**src/rtl/cwbp_pkg.sv**
```systemverilog
// Shared types and pointer decode helpers for the CWBP command prefetcher.
// Pointers carry {way, row}; an all-ones pointer marks an unmapped entry.
package cwbp_pkg;

    localparam int WAY_W = 4;
    localparam int PTR_MAX = 64;
    localparam logic [PTR_MAX-1:0] UNMAPPED_PTR = '1;

    typedef enum logic [1:0] {
        IDLE  = 2'd0,
        FETCH = 2'd1,
        DRAIN = 2'd2,
        DONE  = 2'd3
    } state_e;

    function automatic logic [WAY_W-1:0] ptr_way(
        input logic [PTR_MAX-1:0] ptr,
        input int unsigned        w
    );
        return WAY_W'(ptr >> (w - WAY_W));
    endfunction

    function automatic logic [PTR_MAX-1:0] ptr_row(
        input logic [PTR_MAX-1:0] ptr,
        input int unsigned        w
    );
        return ptr & ((PTR_MAX'(1) << (w - WAY_W)) - PTR_MAX'(1));
    endfunction

endpackage

```
**src/rtl/cwbp_cmd_fifo.sv**
```systemverilog
// Synchronous command FIFO with occupancy count and same-cycle push/pop.
// mark_last sets the flag bit (bit 0) of the most recently written entry.
module cwbp_cmd_fifo #(
    parameter int WIDTH = 37,
    parameter int DEPTH = 8
) (
    input  logic                    clk,
    input  logic                    rst,
    input  logic                    push,
    input  logic                    pop,
    input  logic                    mark_last,
    input  logic [WIDTH-1:0]        din,
    output logic [WIDTH-1:0]        dout,
    output logic [$clog2(DEPTH):0]  count
);

    localparam int AW = $clog2(DEPTH);

    logic [WIDTH-1:0] mem [DEPTH];
    logic [AW-1:0]    wr_ptr;
    logic [AW-1:0]    rd_ptr;
    logic             do_push;
    logic             do_pop;

    assign do_pop  = pop && (count != '0);
    assign do_push = push && ((count != (AW+1)'(DEPTH)) || do_pop);
    assign dout    = mem[rd_ptr];

    always_ff @(posedge clk) begin
        if (do_push) begin
            mem[wr_ptr] <= din;
        end else if (mark_last && (count != '0)) begin
            mem[wr_ptr - AW'(1)][0] <= 1'b1;
        end
    end

    always_ff @(posedge clk or posedge rst) begin
        if (rst) begin
            wr_ptr <= '0;
            rd_ptr <= '0;
            count  <= '0;
        end else begin
            if (do_push) wr_ptr <= wr_ptr + AW'(1);
            if (do_pop)  rd_ptr <= rd_ptr + AW'(1);
            if (do_push && !do_pop) begin
                count <= count + (AW+1)'(1);
            end else if (do_pop && !do_push) begin
                count <= count - (AW+1)'(1);
            end
        end
    end

endmodule

```
**src/rtl/cwbp_cmd_prefetch.sv**
```systemverilog
// Counted, back-pressured prefetch of CWBP mapping pointers from BRAM
// into a {way,row,last} command queue feeding the M01 AXI master.
module cwbp_cmd_prefetch
    import cwbp_pkg::*;
#(
    parameter logic [31:0] START_ADDR = 32'h4580_0000,
    parameter int          DATA_WIDTH = 32,
    parameter int          FIFO_DEPTH = 8,
    parameter int          CNT_WIDTH  = 16
) (
    input  logic                  clk,
    input  logic                  rst,
    input  logic                  start,
    input  logic [CNT_WIDTH-1:0]  entry_count,
    output logic                  ram_clk,
    output logic                  ram_rst,
    output logic                  ram_en,
    output logic [31:0]           ram_addr,
    input  logic [DATA_WIDTH-1:0] ram_rd_data,
    output logic [3:0]            ram_we,
    output logic [31:0]           ram_wd_data,
    output logic                  cmd_valid,
    input  logic                  cmd_ready,
    output logic [WAY_W-1:0]      cmd_way,
    output logic [DATA_WIDTH-1:0] cmd_row,
    output logic                  cmd_last,
    output logic                  busy,
    output logic                  done,
    output logic [CNT_WIDTH-1:0]  skipped
);

    localparam int EW = WAY_W + DATA_WIDTH + 1;
    localparam int QW = $clog2(FIFO_DEPTH) + 1;

    state_e                 state;
    logic [CNT_WIDTH-1:0]   idx;
    logic [CNT_WIDTH-1:0]   cnt;
    logic                   inflight;
    logic                   cap_last;
    logic [QW-1:0]          fifo_count;
    logic [QW:0]            occ;
    logic [EW-1:0]          fifo_din;
    logic [EW-1:0]          fifo_dout;
    logic [PTR_MAX-1:0]     ptr_ext;
    logic                   rd_issue;
    logic                   final_idx;
    logic                   cap_unmapped;
    logic                   push;
    logic                   pop;
    logic                   mark_tail;
    logic                   fetch_done;
    logic                   out_fire;
    logic                   out_valid;
    logic                   out_last;
    logic [WAY_W-1:0]       out_way;
    logic [DATA_WIDTH-1:0]  out_row;

    assign ram_clk     = clk;
    assign ram_rst     = rst;
    assign ram_we      = 4'h0;
    assign ram_wd_data = 32'h0;
    assign ram_addr    = START_ADDR + (32'(idx) << 2);

    // Output register counts as queue space, so total storage never exceeds FIFO_DEPTH.
    assign occ = (QW+1)'(fifo_count) + (QW+1)'(out_valid)
               + (QW+1)'(inflight);
    assign rd_issue  = (state == FETCH) && (occ < (QW+1)'(FIFO_DEPTH));
    assign ram_en    = rd_issue;
    assign final_idx = (idx == cnt - CNT_WIDTH'(1));

    assign ptr_ext      = PTR_MAX'(ram_rd_data);
    assign cap_unmapped = (ram_rd_data == UNMAPPED_PTR[DATA_WIDTH-1:0]);
    assign push         = inflight && !cap_unmapped;
    assign mark_tail    = inflight && cap_unmapped && cap_last;
    assign fifo_din     = {ptr_way(ptr_ext, DATA_WIDTH),
                           DATA_WIDTH'(ptr_row(ptr_ext, DATA_WIDTH)),
                           cap_last};

    // The newest entry stays queued until the final read lands, so a
    // late last flag always has an entry to attach to.
    assign fetch_done = (state == DRAIN) && !inflight;
    assign out_fire   = out_valid && cmd_ready;
    assign pop        = (fifo_count != '0) && (!out_valid || cmd_ready)
                      && ((fifo_count > QW'(1)) || fetch_done);

    cwbp_cmd_fifo #(
        .WIDTH (EW),
        .DEPTH (FIFO_DEPTH)
    ) u_fifo (
        .clk       (clk),
        .rst       (rst),
        .push      (push),
        .pop       (pop),
        .mark_last (mark_tail),
        .din       (fifo_din),
        .dout      (fifo_dout),
        .count     (fifo_count)
    );

    always_ff @(posedge clk or posedge rst) begin
        if (rst) begin
            state    <= IDLE;
            idx      <= '0;
            cnt      <= '0;
            inflight <= 1'b0;
            cap_last <= 1'b0;
            skipped  <= '0;
        end else begin
            inflight <= rd_issue;
            cap_last <= rd_issue && final_idx;
            if (inflight && cap_unmapped && (skipped != '1)) begin
                skipped <= skipped + CNT_WIDTH'(1);
            end
            unique case (state)
                IDLE: begin
                    if (start) begin
                        cnt     <= entry_count;
                        idx     <= '0;
                        skipped <= '0;
                        state   <= (entry_count != '0) ? FETCH : DONE;
                    end
                end
                FETCH: begin
                    if (rd_issue) begin
                        idx <= idx + CNT_WIDTH'(1);
                        if (final_idx) state <= DRAIN;
                    end
                end
                DRAIN: begin
                    if (!inflight && (fifo_count == '0) && !out_valid) begin
                        state <= DONE;
                    end
                end
                DONE:    state <= IDLE;
                default: state <= IDLE;
            endcase
        end
    end

    always_ff @(posedge clk or posedge rst) begin
        if (rst) begin
            out_valid <= 1'b0;
            out_last  <= 1'b0;
            out_way   <= '0;
            out_row   <= '0;
        end else if (pop) begin
            out_valid <= 1'b1;
            {out_way, out_row, out_last} <= fifo_dout;
        end else if (out_fire) begin
            out_valid <= 1'b0;
            out_last  <= 1'b0;
        end
    end

    assign cmd_valid = out_valid;
    assign cmd_way   = out_way;
    assign cmd_row   = out_row;
    assign cmd_last  = out_last;
    assign busy      = (state != IDLE);
    assign done      = (state == DONE);

endmodule

```
**config.mk**
```make
export PLATFORM = sky130hd
export DESIGN_NAME = cwbp_cmd_prefetch
export DESIGN_NICKNAME = d
export VERILOG_FILES = /design/src/rtl/cwbp_pkg.sv /design/src/rtl/cwbp_cmd_fifo.sv /design/src/rtl/cwbp_cmd_prefetch.sv
export SDC_FILE = /design/constraint.sdc
export NUM_CORES = 1
export LEC_CHECK = 0
export CORE_MARGIN = 4
export CORE_UTILIZATION = 56
export DETAILED_ROUTE_END_ITERATION = 8
export PLACE_DENSITY = 0.86
export SYNTH_ARGS = -nofsm -noshare
export SYNTH_HDL_FRONTEND = slang
export SYNTH_SLANG_ARGS = --single-unit
```
**constraint.sdc**
```tcl
create_clock -name clk -period 4.61 [get_ports clk]
set_clock_uncertainty 0.2 [all_clocks]
set_input_delay 0.6915 -clock clk [delete_from_list [all_inputs] [get_ports clk]]
set_output_delay 0.6915 -clock clk [all_outputs]
set_load 0.02 [all_outputs]
```
## Word level (Yosys, flattened, before mapping)

Memory sizes are Yosys's and may differ from the RTL's.
Index checks and enable logic that the tools add are counted.

| word-level totals | value |
|---|---|
| bits in writable memories | 264 |
| flip-flop bits (word level) | 100 |
| logic and storage cells | 100 |
| output and inout bits | 127 |
| bits of input ports | 52 |
| memories | 1 |

Memories:

| name | depth | bits a word | read ports | clocked after Yosys merged registers in | wr ports | line | text |
|---|---|---|---|---|---|---|---|
| u_fifo.mem | 8 | 33 | 1 | 0 | 1 | cwbp_cmd_fifo.sv:19 | `logic [WIDTH-1:0] mem [DEPTH];` |

| cells by class | value |
|---|---|
| muxes and demuxes | 25 |
| reduce and logical (&&, ||, !) cells | 37 |
| $lt $le $gt $ge | 2 |
| equality and inequality tests | 11 |
| add/sub/neg operators | 11 |

Operators with widths:

| cell | number |
|---|---|
| 2-to-1 mux 16 bit | 5 |
| 2-to-1 mux 33 bit | 1 |
| OR reduction 33 bit | 1 |
| adder 16 x 1 -> 16 bit, second input constant | 2 |
| adder 31 x 18 -> 32 bit, first input constant | 1 |
| == test 32 bit, second input constant | 1 |
| one-hot mux 16 bit (2 select lines) | 1 |
| logical AND 1 bit | 17 |
| == test 16 bit | 1 |
| != test 16 bit, second input constant | 1 |
| nonzero test 16 bit | 1 |
| subtractor 16 x 1 -> 16 bit, second input constant | 1 |
| 2-to-1 mux 2 bit | 6 |
| 2-to-1 mux 1 bit | 8 |
| 2-to-1 mux 4 bit | 2 |
| one-hot mux 2 bit (4 select lines) | 1 |
| nonzero test 2 bit | 4 |
| adder 3 x 1 -> 3 bit, second input constant | 2 |
| != test 2 bit, second input constant | 3 |
| adder 4 x 1 -> 5 bit | 1 |
| adder 5 x 1 -> 5 bit | 1 |
| logical NOT 1 bit | 5 |
| less-than comparator 5 x 4 -> 1 bit, second input constant | 1 |
| adder 4 x 1 -> 4 bit, second input constant | 1 |
| other kinds (15) | 18 |

## Depth between registers and ports, before layout

| depth | value |
|---|---|
| word-level depth | 11 |
| mapped depth | 10 |
| gate-level depth less buffers | 9 |

## Cells and area by module

A second synthesis with hierarchy kept.

| second synthesis, totals | value |
|---|---|
| cells, all modules | 1,099 |
| area, all modules | 17,538.1 um^2 |

Modules (own cells, without submodules):

| module | cells an instance | seq. area each (um^2) | times used | area an instance (um^2) |
|---|---|---|---|---|
| cwbp_cmd_fifo | 566 | 9,138.8 | 1 | 12,325.6 |
| cwbp_cmd_prefetch | 533 | 2,252.2 | 1 | 5,212.5 |

==> results.ini <==
[global_routing]
antenna_found_initial = 1
grt_max_degree = 71
groute.usage.overall_pct = 23.08
grt_overflow = 0
grt_pass1_wl_um = 54520
grt_pass1_vias = 9417

[detailed_routing]
ant_nets = 0
wl_um = 35040
via_count = 9321
first_iter_violations = 859
wl_per_cell_um = 22.29
post-route-drc-count = 0
via_per_inst = 5.929
firstDrtPassIters = 5

[placed_design]
place_ws_ps = 617.1
dp_cells = 1505
gp_congestion = 0.8473
portBuffers = 122
hpwl_um = 21490

[critical_path]
cp-endpoint = ram_clk
r2r_start = inflight
start_kind = clock port
critPathKind = clock port to output port
startpoint = clk
r2r_end = state[0]
worst_ep_required_time_ps = 3720
rrSetupSlack_ps = 750
critPathArrivalTime_ps = 3070
r2r_cells = 8
worstSetupEndpointType = output port
crit_path_max_fanout = 2

[pwr]
power.leakage_uw = 0.006647
vdd_ir_drop_max_mv = 0.4112
powerDensity_nw_per_um2 = 592.4

[synth]
synth_flop_cell = edfxtp_1
synth_warnings = 0
syn_area_um2 = 15520
seq_area_frac_synth_pct = 66.58
syn_inst = 1036
synth_cell_types = 56
synth-edff-count = 264
syn_area_per_cell_um2 = 14.98
synth_area_leaders = edfxtp_1, dfrtp_1, mux4_2
ys_async_sr_fraction_pct = 26.67
synth.largest_area_cell = edfxtp_1
synth_top_area_share_pct = 51.09
yosys_register_bits = 360

[cells_and_area]
nets = 1240
layout_commonest_cell = edfxtp_1
drive_gt1_share_pct = 13.93
utilization_pct = 67.45
layoutNonFillerInstCount = 1572
final_cell_mix = edfxtp_1, clkdlybuf4s50_1, dfrtp_1
area_growth_pct = 17.81

[die]
ios = 179
core_region_area_um2 = 27100
placementRows = 60
die_y_um = 174.5
chipWidth_um = 174.5
initial_core_util_pct = 57.25
die_area_um2 = 30430

[timing]
finalSetupViolCount = 0
tns_ps = 0
tightest_slew_ps = 1053
fin_ws_ps = 646.6
maxSlewHeadroom_pct = 29.53
finalMaxSlewViolations = 0
grt_setup_unrepaired = no
hold_viol = 0

[hold_path]
hold_class = primary input to async pin

[clock_tree]
cts_resized = 0
cts_hold_buffers = 0
clkLatencyLatePin_ps = 630
cts_tree = done
cts.reportedPaths.clkPinSlew_ps = 60
post-cts-setup-buffers = 0

[run_status]
status = complete, no violations

[job]
drv_cap = 0

## logic make-up after synthesis
| kind of cell | synth area share, % |
|---|---|
| AOI/OAI and AO/OA | 3.693 |
| xor gates and xnor gates | 2.935 |
| adders and majority gates | 1.210 |
| buffers and inverters | 4.459 |
| DFF | 66.58 |
| muxes | 12.04 |
| other | 0.04840 |
| and+or+nand+nor | 9.040 |
## power by group
part           internal [uW]  switching (uW)
sequential              3970             491
combinational           1560            1890
clock                   1700            1210
## area by class of cell
cell class	instances	area, um^2
Antenna cell	1	2.502
Clock buffer	58	1094
Clock inverter	9	93.84
Fill cell	1708	8821
Inverter	20	77.57
Multi-Input combinational cell	608	4752
Sequential cell	360	10340
Tap cell	372	465.4
Timing Repair Buffer	144	1459
## worst min-delay path by stage
stage,from,endpoint,slack [ps],cells past startpoint
floorplan,cnt[15],cnt[15],270,2
global placement,cnt[15],cnt[15],290,2
detailed placement,cnt[15],cnt[15],290,2
CTS,rst,idx[14],270,2
global route,rst,idx[3],320,2
finish,rst,idx[14],260,2
## routing by layer
layer	vias up	share of wire (%)	routed length, um	GRT usage, %
met2	507	50	17650	38.59
li1	4040	-	-	-
met5	-	0	0	0
met3	94	7.2	2534	3.610
met4	0	3.6	1254	9.502
met1	4680	39	13600	30.59
## critical path, stage by stage
cell and delay, ps:
clkbuf_16 120, clkbuf_16 120, clkdlybuf4s50_1 520
## stage by stage
step / cell area (um^2) / hold slack [ps] / power (uW)
2_1_floorplan: 15720 / 266.5 / 6820
3_3_place_gp: 17100 / 285.7 / 7763
3_5_place_dp: 17100 / 295.0 / 7914
4_1_cts: 18280 / 270.4 / 10860
5_1_grt: 18280 / 322.4 / 11340
6_report: 18280 / 255.5 / 10830
## synthesized netlist by cell type, types with 11 or more instances
cell and count:
mux4_2 66, edfxtp_1 264, nor2_1 97, nor2b_1 33, inv_1 20, o21ai_0 15, nand2_1 73, a21oi_1 42
ha_1 15, xnor2_1 25, buf_1 12, and3_1 11, xor2_1 27, clkbuf_1 29, nand4_1 17, mux2i_1 37
dfrtp_1 96, buf_4 58
## registers in the layout (all words and copies together) (netlist names), 2 cells and up
name and count:
cmd_row 28, cmd_way 4, cnt 16, idx 16
skipped 16, state 2, u_fifo.count 4, u_fifo.mem 264
u_fifo.rd_ptr 3, u_fifo.wr_ptr 3
No activity file was read; power rests on OpenSTA's default activity.
